--- config.mk ---
export PLATFORM = sky130hd
export DESIGN_NAME = pay_station
export DESIGN_NICKNAME = d
export VERILOG_FILES = /design/src/rtl/pay_station.sv
export SDC_FILE = /design/constraint.sdc
export NUM_CORES = 1
export LEC_CHECK = 0
export ABC_AREA = 1
export BUFFER_PORTS_ARGS = -buffer_cell sky130_fd_sc_hd__buf_2
export CAP_MARGIN = 25
export CORE_MARGIN = 2
export CORE_UTILIZATION = 48
export CTS_CLUSTER_DIAMETER = 80
export DETAILED_ROUTE_END_ITERATION = 8
export GPL_TIMING_DRIVEN = 0
export PLACE_DENSITY = 0.67
export RECOVER_POWER = 100
export SLEW_MARGIN = 10
export SYNTH_ARGS = -nofsm -noshare
export SYNTH_HDL_FRONTEND = slang
export SYNTH_SLANG_ARGS = --single-unit
export TNS_END_PERCENT = 20
--- constraint.sdc ---
create_clock -name clk -period 7.4 [get_ports clk]
set_clock_uncertainty 0.15 [all_clocks]
set_input_delay 0.74 -clock clk [delete_from_list [all_inputs] [get_ports clk]]
set_output_delay 0.74 -clock clk [all_outputs]
set_load 0.03 [all_outputs]
--- src/rtl/pay_station.sv ---
// Parking pay station: parking timer, fee latch, coin collection with timeout refund.
// All outputs are registered; the next-state logic computes every register's next value.
module pay_station (
    input  logic       clk,
    input  logic       reset,
    input  logic       Ent_Sens,
    input  logic       Tick_1,
    input  logic       Ticket_Req,
    input  logic       Coin_In,
    input  logic [1:0] Coin_Val,
    input  logic       Gate_Ack,
    output logic       paid_stat,
    output logic [3:0] Fee_Due,
    output logic [3:0] Change_Out,
    output logic       Change_Vld,
    output logic       Busy
);

    typedef enum logic [1:0] {IDLE, PARKED, COLLECT, PAID} state_t;

    state_t     state, state_n;
    logic [7:0] timer, timer_n;
    logic [3:0] fee, fee_n;
    logic [4:0] credit, credit_n;
    logic [3:0] tmo, tmo_n;
    logic       paid_n, vld_n, busy_n;
    logic [3:0] fee_due_n, change_n;

    logic       coin_ok;
    logic [4:0] coin_amt;
    logic [4:0] fee_raw;
    logic [3:0] fee_calc;
    logic [4:0] sum;
    logic [4:0] owed;
    logic [4:0] over;

    always_ff @(posedge clk) begin
        if (reset) begin
            state      <= IDLE;
            timer      <= '0;
            fee        <= '0;
            credit     <= '0;
            tmo        <= '0;
            paid_stat  <= 1'b0;
            Fee_Due    <= '0;
            Change_Out <= '0;
            Change_Vld <= 1'b0;
            Busy       <= 1'b0;
        end else begin
            state      <= state_n;
            timer      <= timer_n;
            fee        <= fee_n;
            credit     <= credit_n;
            tmo        <= tmo_n;
            paid_stat  <= paid_n;
            Fee_Due    <= fee_due_n;
            Change_Out <= change_n;
            Change_Vld <= vld_n;
            Busy       <= busy_n;
        end
    end

    always_comb begin
        coin_ok = Coin_In && (Coin_Val != 2'b11);
        case (Coin_Val)
            2'b00:   coin_amt = 5'd1;
            2'b01:   coin_amt = 5'd2;
            2'b10:   coin_amt = 5'd5;
            default: coin_amt = 5'd0;
        endcase
        fee_raw  = 5'd1 + {1'b0, timer[7:4]};
        fee_calc = fee_raw[4] ? 4'd15 : fee_raw[3:0];
        sum      = credit + coin_amt;
        owed     = {1'b0, fee} - sum;
        over     = sum - {1'b0, fee};
    end

    always_comb begin
        state_n   = state;
        timer_n   = timer;
        fee_n     = fee;
        credit_n  = credit;
        tmo_n     = tmo;
        paid_n    = paid_stat;
        fee_due_n = Fee_Due;
        change_n  = Change_Out;
        vld_n     = 1'b0;

        // Parking timer runs in every occupied state; transitions below may clear it.
        if (Tick_1 && state != IDLE && timer != 8'hFF)
            timer_n = timer + 8'd1;

        case (state)
            IDLE: begin
                if (Ent_Sens) begin
                    state_n = PARKED;
                    timer_n = '0;
                end
            end
            PARKED: begin
                if (Ticket_Req) begin
                    state_n   = COLLECT;
                    fee_n     = fee_calc;
                    fee_due_n = fee_calc;
                    credit_n  = '0;
                    tmo_n     = '0;
                    change_n  = '0;
                end
            end
            COLLECT: begin
                // A valid coin wins over a coincident tick and restarts the timeout.
                if (coin_ok) begin
                    tmo_n    = '0;
                    credit_n = sum;
                    if (sum >= {1'b0, fee}) begin
                        state_n   = PAID;
                        paid_n    = 1'b1;
                        fee_due_n = '0;
                        change_n  = over[3:0];
                        vld_n     = 1'b1;
                    end else begin
                        fee_due_n = owed[3:0];
                    end
                end else if (Tick_1) begin
                    if (tmo == 4'd15) begin
                        state_n   = PARKED;
                        change_n  = credit[3:0];
                        vld_n     = 1'b1;
                        fee_due_n = '0;
                        credit_n  = '0;
                        tmo_n     = '0;
                    end else begin
                        tmo_n = tmo + 4'd1;
                    end
                end
            end
            PAID: begin
                if (Gate_Ack) begin
                    state_n = IDLE;
                    paid_n  = 1'b0;
                    timer_n = '0;
                end
            end
            default: state_n = IDLE;
        endcase

        busy_n = (state_n == COLLECT) || (state_n == PAID);
    end

endmodule
Yosys cells after proc, flatten, opt, wreduce, memory -nomap -nowiden. Cells that the tools add are included.

Bits in registers: 34. Logic and storage cells: 93. Output and inout port bits: 11. Bits of input ports: 9.

Reduce and logical (&&, ||, !) cells: 15. Bitwise gates (word level): 1. Magnitude comparators: 1. Equality and inequality tests: 17. Muxes and demuxes: 43. Add/subtract/negate cells: 6.

Operator list (number): 4-bit two-way mux (14); 8-bit two-way mux (3); 4-bit one-hot mux with 2 select lines (3); 5-bit two-way mux (4); 8-bit one-hot mux with 2 select lines (1); 2-bit two-way mux (7); 2-bit equality test (second input constant) (5); 2-bit inequality test (second input constant) (5); 5-bit one-hot mux with 2 select lines (1); 3-bit inequality test (second input constant) (3); 3-bit one-hot mux with 3 select lines (1); 8-bit by 1-bit adder with 8-bit output (second input constant) (1); 8-bit inequality test (second input constant) (1); 2-bit one-hot mux with 4 select lines (1); 4-bit AND reduction (2); 4-bit subtractor (2); 1-bit two-way mux (7); 2-bit nonzero test (3); 1-bit by 4-bit adder with 5-bit output (first input constant) (1); 5-bit by 3-bit adder with 5-bit output (1); 5-bit by 4-bit >= comparator with 1-bit output (1); 5-bit AND reduction (1); 4-bit by 1-bit adder with 4-bit output (second input constant) (1); 2-bit by 1-bit equality test with 1-bit output (second input constant) (2); 9 further kinds (12).

Longest topological paths before layout. Gate-level depths: netlist (run 1).

Depth after elaboration: 9. Depth in mapped cells: 16. Gate-level depth less buffers: 15.

Least setup slack after synthesis (run 1). Ideal clock, no wire load.

Path kind: input to register. Start point: input port Coin_Val[0]. End point: register Change_Out[0]. Arrival time: 2767 ps. Stages on the path: 14. Setup slack: 4368 ps. Path buffers: 1. Required time: 7135 ps. Cell sequence: inv_1 ha_1 fa_1 xor2_1 ha_1 buf_2 a21oi_1 nand3_1 nand2_1 nand3_1 inv_1 nand2_1 a21oi_1 nor2_1.

Longest elaborated chain between the ends: 7. Elaborated cells between the ends (all ways): 16. Classes of those cells: 2 x add/sub; 1 x order compare; 6 x eq/ne; 4 x mux; 3 x reduce/logical.

RTL lines: from (decl) (line 10) `input logic [1:0] Coin_Val,`; 2-bit equality test (tied with other cells) (line 65) `case (Coin_Val)`; 3-bit one-hot mux with 3 select lines (line 65); 5-bit by 3-bit adder with 5-bit output (line 73) `sum = credit + coin_amt;`; 4-bit subtractor (line 75) `over = sum - {1'b0, fee};`; 4-bit two-way mux (line 115) `if (sum >= {1'b0, fee}) begin`; 4-bit two-way mux (line 112) `if (coin_ok) begin`; 4-bit one-hot mux with 2 select lines (line 93) `case (state)`; to (signal assigned) (line 57) `Change_Out <= change_n;`; to (decl) (line 14) `output logic [3:0] Change_Out,`.

Parallel ways exist; a longest one is shown, timed or not. The select of a mux whose other input is x is not followed. A chain may end at the register's enable or synchronous reset.

Worst setup path after layout (run 1).
Start point: register state[0]. End point: register Fee_Due[0].

Longest elaborated chain between the ends: 3. Elaborated cells between the ends (all ways): 8. Classes of those cells: 5 x eq/ne; 1 x mux; 2 x reduce/logical.

RTL lines: from (decl) (line 21) `state_t state, state_n;`; from (signal assigned) (line 50) `state <= state_n;`; 2-bit equality test or 2-bit by 1-bit equality test with 1-bit output (tied branches) (line 93); 3-bit inequality test (no source line) (tied with other cells); 4-bit AND reduction (no source line); to (signal assigned) (line 56) `Fee_Due <= fee_due_n;`; to (decl) (line 13) `output logic [3:0] Fee_Due,`.

Parallel ways exist; a longest one is shown, timed or not.

==> results.json, run 1 <==
{
  "grt.total_usage_pct": 19.84,
  "r2r_end": "Fee_Due[0]",
  "ys_ff_latch": 34,
  "drtPass1Iterations": 4,
  "rsz0062_at_grt": "no",
  "grt_overflow": 0,
  "io_pins": 20,
  "postCtsResizedCells": 0,
  "grt_max_degree": 11,
  "place_area_sq_um": 2310,
  "worst_pin_slew_ps": 1338,
  "final_area_sq_um": 2335,
  "max_slew_margin_pct": 9.851,
  "drcViolationCount": 0,
  "ys.flop_type": "dfxtp_1",
  "finalWeightedCongestion": 0.8429,
  "synthTopCellsByArea": "dfxtp_1 32%, nand2_1 10%, ha_1 9.9%, inv_1 8.0%, nor2_1 7.3%",
  "via_per_inst": 5.023,
  "netlist_instances": 309,
  "netlist_area_sq_um": 2155,
  "drt-initial-drc-count": 101,
  "layout-drive-gt1-share_pct": 5.689,
  "reg2reg_depth": 10,
  "dieWidth_microns": 71.00,
  "p_leak_uw": 0.001098,
  "antenna_cells": 0,
  "finalHoldViolations": 0,
  "fillCellCount": 447,
  "min_delay_path_depth": 2,
  "yosys.area.top_type": "dfxtp_1",
  "clkLatencyLatePin_ps": 280,
  "num_rows": 24,
  "total_power_uw": 750.4,
  "syn_nets": 338,
  "num_vias": 1939,
  "numCtsBuffers": 5,
  "fin_crit_ps": 3560,
  "initial_core_util_pct": 49.83,
  "worstPathRequired_ps": 7410,
  "use_met2_pct": 31.05,
  "hold_start": "Change_Out[1]",
  "max_cap_violations": 0,
  "start_kind": "flip-flop",
  "top_usage_layer": "met2",
  "post_drt_wl_per_cell_microns": 11.84,
  "dieArea_sq_um": 5040,
  "ir_worst_vdd_mv": 0.1573,
  "cts_tree": "built",
  "ys_warn_count": 0,
  "fmax_mhz": 280.9,
  "p_per_area_nw_per_um2": 321.4,
  "r2r_start": "state[0]",
  "core_sq_um": 4324,
  "cts.path.max_buffers": 2,
  "status": "complete, no violations",
  "use_met3_pct": 4.843,
  "wirelength_microns": 4570,
  "maxSlewViolCount": 0,
  "final_antenna_net_count": 0,
  "grt_pass1_vias": 1757,
  "ctsHoldBuffers": 0,
  "cp_max_fo": 10,
  "arrival_ps": 3570,
  "ys_types": 31,
  "crit_path_end_kind": "flip-flop",
  "cts_sinks": 34,
  "portBuffers": 18,
  "syn_avg_cell_area_sq_um": 6.973,
  "hold_slack_ps": 334.5,
  "fin_crit_sh_pct": 48.11,
  "fin_tns_setup_ps": 0,
  "yosysTopAreaCellShare_pct": 31.59,
  "async_reset_ff_share_pct": 0,
  "fp.dieH_microns": 71.00,
  "hp-class": "reg2reg",
  "synth_edf_count": 0,
  "syn_to_final_growth_pct": 8.362,
  "dp_hpwl_microns": 3566,
  "whs_endpoint": "Change_Out[1]",
  "nets": 363,
  "ctsHtreeMaxLevel": 2,
  "synthTopCellsByCount": "58 x nand2_1, 46 x inv_1, 42 x nor2_1",
  "grt_util_met1_pct": 27.06,
  "rrSetupSlack_ps": 3840,
  "synth_seq_area_share_pct": 31.59,
  "post_cts_buffers": 0,
  "path_class": "reg2reg",
  "synth_most_common_cell": "nand2_1",
  "clk_pin_slew_ps": 70,
  "grt_antenna_before_repair": 0,
  "cts-root-buf": "clkbuf_8",
  "grt_pass1_wl_microns": 7893,
  "setup_viol": 0
}
flip-flops by register name (all words and copies together) (netlist names):
name,count
paid_stat,1
Change_Out,4
credit,5
Fee_Due,4
state,2
fee,4
Busy,1
Change_Vld,1
tmo,4
timer,8
worst max-delay path, cell delays in order (launching register included):
cell	delay, ps
dfxtp_1	350
inv_1	90
ha_1	290
inv_1	200
nor2_1	510
clkinv_1	180
o21ai_0	1060
inv_4	50
clkbuf_1	280
o21ai_0	210
a21oi_1	60
logic make-up after synthesis:
family                     share of synthesized area [%]
and+or+nand+nor                                    28.34
buffers and inverters                              10.45
AOI/OAI and AO/OA                                  14.11
DFF                                                31.59
adders and majority gates                          12.66
xor gates and xnor gates                           2.846
metal layers:
metal / wire (microns) / share of wire, % / up-vias
met5: 0 / 0 / -
met4: 29 / 0.63 / 0
met3: 133 / 2.9 / 2
met2: 2063 / 45 / 26
met1: 2343 / 51 / 867
li1: - / - / 1044
cells in the final DEF, fill, tap and decap left out, types with 2 or more instances in the layout:
master / count
nand2_1: 58
inv_1: 47
nor2_1: 43
dfxtp_1: 34
nand3_1: 26
a21oi_1: 25
clkbuf_1: 18
ha_1: 17
o21ai_0: 15
buf_2: 6
xor2_1: 5
clkbuf_8: 5
nand4_1: 4
or2_2: 4
a211oi_1: 4
fa_1: 3
nor3b_1: 2
a22oi_1: 2
xnor2_1: 2
a31oi_1: 2
nor3_1: 2
per-stage QoR:
stage / setup slack (ps) / instances / util, %
floorplan: 4368 / 309 / -
finish: 3840 / 386 / 53.99
CTS: 4148 / 386 / 55.18
global route: 3393 / 386 / 53.99
detailed placement: 3860 / 379 / 53.41
global placement: 3861 / 379 / 53.41
area by class of cell:
type	count	area, sq um	area share, %
plain buffers	5	26.28	1.125
clock buffers	7	76.32	3.269
inverters	50	190.2	8.146
multi-input cells	220	1221	52.30
flip-flops and latches	34	680.7	29.15
well taps	52	65.06	2.787
repair buffers	18	75.07	3.215
report_power, final:
part           internal (uW)  switching, uW
logic                    117            250
clock network           64.7           62.1
registers                228           28.8
total                    410            340
worst max-delay path by stage:
| stage | start | slack [ps] | endpoint | depth (start not counted) |
|---|---|---|---|---|
| 6_report | state[0] | 3840 | Fee_Due[0] | 10 |
| 5_1_grt | state[0] | 3390 | Fee_Due[0] | 10 |
| 4_1_cts | Coin_Val[0] | 4150 | Fee_Due[3] | 14 |
| 3_5_place_dp | Coin_Val[0] | 3860 | Change_Out[2] | 15 |
| 3_3_place_gp | Coin_Val[0] | 3860 | Fee_Due[3] | 14 |
| 2_1_floorplan | Coin_Val[0] | 4370 | Change_Out[0] | 14 |
No activity file was read; power rests on OpenSTA's default activity.
==> inputs of run 2 (changes only) <==
Settings changed: ABC_AREA 1 to 0, PLACE_DENSITY 0.67 to 0.69.
Clock period 7.4 ns to 3 ns, I/O delays scaled along.
==> results.json, run 2 <==
{
  "netlist_area_sq_um": 2072,
  "p_leak_uw": 0.0009108,
  "fp.dieH_microns": 69.70,
  "syn_nets": 267,
  "fin_crit_sh_pct": 96.27,
  "nets": 296,
  "place_area_sq_um": 2230,
  "synth-compound-area-share_pct": 22.71,
  "drtPass1Iterations": 4,
  "cp_slowest_cell": "fa_2",
  "initial_core_util_pct": 50.70,
  "worstPathRequired_ps": 3040,
  "num_vias": 1799,
  "via_per_inst": 5.675,
  "start_kind": "flip-flop",
  "dieWidth_microns": 69.70,
  "syn_to_final_growth_pct": 13.71,
  "dp_hpwl_microns": 3318,
  "yosys.area.top_type": "dfxtp_1",
  "grt_overflow": 0,
  "synthTopCellsByCount": "34 x dfxtp_1, 23 x nor2_1, 17 x ha_1",
  "core_sq_um": 4086,
  "cts.path.max_buffers": 2,
  "path_cells": "ha_1 > fa_2 > xnor2_2 > inv_1 > ha_1 > buf_2 > o21a_1 > nor2_4 > o22ai_2 > a211o_1 > a221oi_1",
  "clk_pin_slew_ps": 70,
  "layout_commonest_cell": "dfxtp_1",
  "grt_max_degree": 11,
  "grt_pass1_vias": 1714,
  "ys_warn_count": 0,
  "fillCellCount": 404,
  "antenna_cells": 0,
  "cp_max_fo": 6,
  "cts_tree": "built",
  "clkLatencyLatePin_ps": 290,
  "arrival_ps": 2930,
  "status": "complete, no violations",
  "worst_pin_slew_ps": 807.9,
  "layout-drive-gt1-share_pct": 11.99,
  "synthTopCellsByArea": "dfxtp_1 33%, ha_1 10%, nor2_1 4.2%, a21oi_1 3.9%, o21ai_0 3.9%",
  "drt-initial-drc-count": 57,
  "synth-adder-area-share_pct": 13.16,
  "synth_top_family_by_area": "compound AO/OA/AOI/OAI gates",
  "regMostFlops": "timer",
  "yosysTopAreaCellShare_pct": 32.85,
  "num_rows": 23,
  "netlist_instances": 238,
  "ir_worst_vdd_mv": 0.3897,
  "final_area_sq_um": 2356,
  "finalHoldViolations": 0,
  "ctsHtreeMaxLevel": 2,
  "setup_ws_ps": 111.9,
  "dieArea_sq_um": 4858,
  "rsz0062_at_grt": "no",
  "maxSlewViolCount": 0,
  "synth_simple_gate_area_share_pct": 20.83,
  "synth_most_common_cell": "dfxtp_1",
  "pre_cts_ws_ps": -298.7,
  "max_cap_violations": 0,
  "crit_path_end_kind": "flip-flop",
  "max_slew_margin_pct": 46.02,
  "async_reset_ff_share_pct": 0,
  "drcViolationCount": 0,
  "finalWeightedCongestion": 0.8508,
  "grt_pass1_wl_microns": 7659,
  "fin_crit_ps": 2888,
  "grt_antenna_before_repair": 0,
  "largestRegisters": "timer: 8 flops, credit: 5 flops",
  "syn_avg_cell_area_sq_um": 8.706,
  "cts_sinks": 34,
  "fmax_mhz": 346.2,
  "wirelength_microns": 4392,
  "final_cell_mix": "34 x dfxtp_1, 22 x nor2_1, 17 x o21ai_0, 17 x ha_1, 16 x a21oi_1",
  "hp-class": "in2reg",
  "io_pins": 20,
  "grt.total_usage_pct": 19.73,
  "ys.flop_type": "dfxtp_1",
  "cpPeakStageDelay_ps": 380,
  "ys_types": 51,
  "post_drt_wl_per_cell_microns": 13.85,
  "synth_xor_area_share_pct": 4.650,
  "portBuffers": 19,
  "setup_viol": 0,
  "cp_common_cell": "ha_1",
  "synth_seq_area_share_pct": 32.85,
  "numCtsBuffers": 5,
  "p_per_area_nw_per_um2": 570.5,
  "path_class": "reg2reg",
  "ys_ff_latch": 34,
  "cts-root-buf": "clkbuf_8",
  "muxShareOfSynthArea_pct": 1.993,
  "final_antenna_net_count": 0,
  "synth_edf_count": 0,
  "largest_reg_flops": 8
}
==> run 2: path summary, 6_finish.rpt <==
kind / from / endpoint / slack [ps] / cells past startpoint
worst max-delay path: credit[0] / paid_stat / 110 / 11
worst min-delay path: reset / paid_stat / 150 / 2
worst max register to register: credit[0] / paid_stat / 110 / 11
worst min register to register: Change_Out[0] / Change_Out[0] / 340 / 1
==> run 2: repair_timing <==
action / CTS / global route
gates resized for setup: 2 / 6
hold buffers: 0 / 0
pin swaps: 3 / 3
setup endpoints to repair: 8 / 12
gates cloned: 0 / 0
setup buffers: 2 / 0
==> run 2: kinds of logic after synthesis <==
group,Yosys count
AO/OA/AOI/OAI,67
buffers and inverters,20
AND/OR/NAND/NOR,82
multiplexers,4
flip-flops,34
adder cells (fa/ha/maj),20
XOR/XNOR,11
==> run 2: area by class of cell <==
class / instances / area [sq um] / area share (%)
Tap cell: 50 / 62.56 / 2.655
Sequential cell: 34 / 680.7 / 28.89
Inverter: 15 / 56.30 / 2.390
Multi-Input combinational cell: 184 / 1356 / 57.57
Timing Repair Buffer: 22 / 100.1 / 4.249
Buffer: 5 / 21.27 / 0.9028
Clock inverter: 2 / 10.01 / 0.4249
Clock buffer: 5 / 68.82 / 2.921
==> run 2: critical path: cells and delay by family, from the launching register on <==
family / cells / cell delay (ps)
simple gates: 1 / 130
flops: 1 / 330
buf+inv: 2 / 230
xor+xnor: 1 / 180
compound gates: 4 / 910
fa+ha+maj: 3 / 870
==> run 2: stage by stage <==
step	hold WS, ps	total power (uW)	utilization, %	setup TNS (ps)	instances
floorplan	216.2	906.6	-	0	238
global placement	313.9	1015	54.56	-1498	307
detailed placement	321.4	1023	54.56	-2310	307
CTS	122.5	1349	57.10	0	316
global route	144.6	1444	57.65	0	317
finish	151.4	1344	57.65	0	317
==> run 2: routing by layer <==
layer  vias to the layer above  wire length [microns]  GRT usage (%)
li1                        916                      -              -
met1                       833                   2165          25.94
met2                        40                   1937          30.66
met3                        10                    203          5.523
met4                         0                     86          7.692
met5                         -                      0              0
==> run 2: report_power, final <==
group | switching, uW | leakage (uW) | total [uW] | internal [uW]
Sequential | 33.5 | 0.000275 | 534 | 500
Clock | 160 | 0.0000438 | 315 | 155
Combinational | 315 | 0.000592 | 495 | 180
Total | 508 | 0.000911 | 1340 | 836
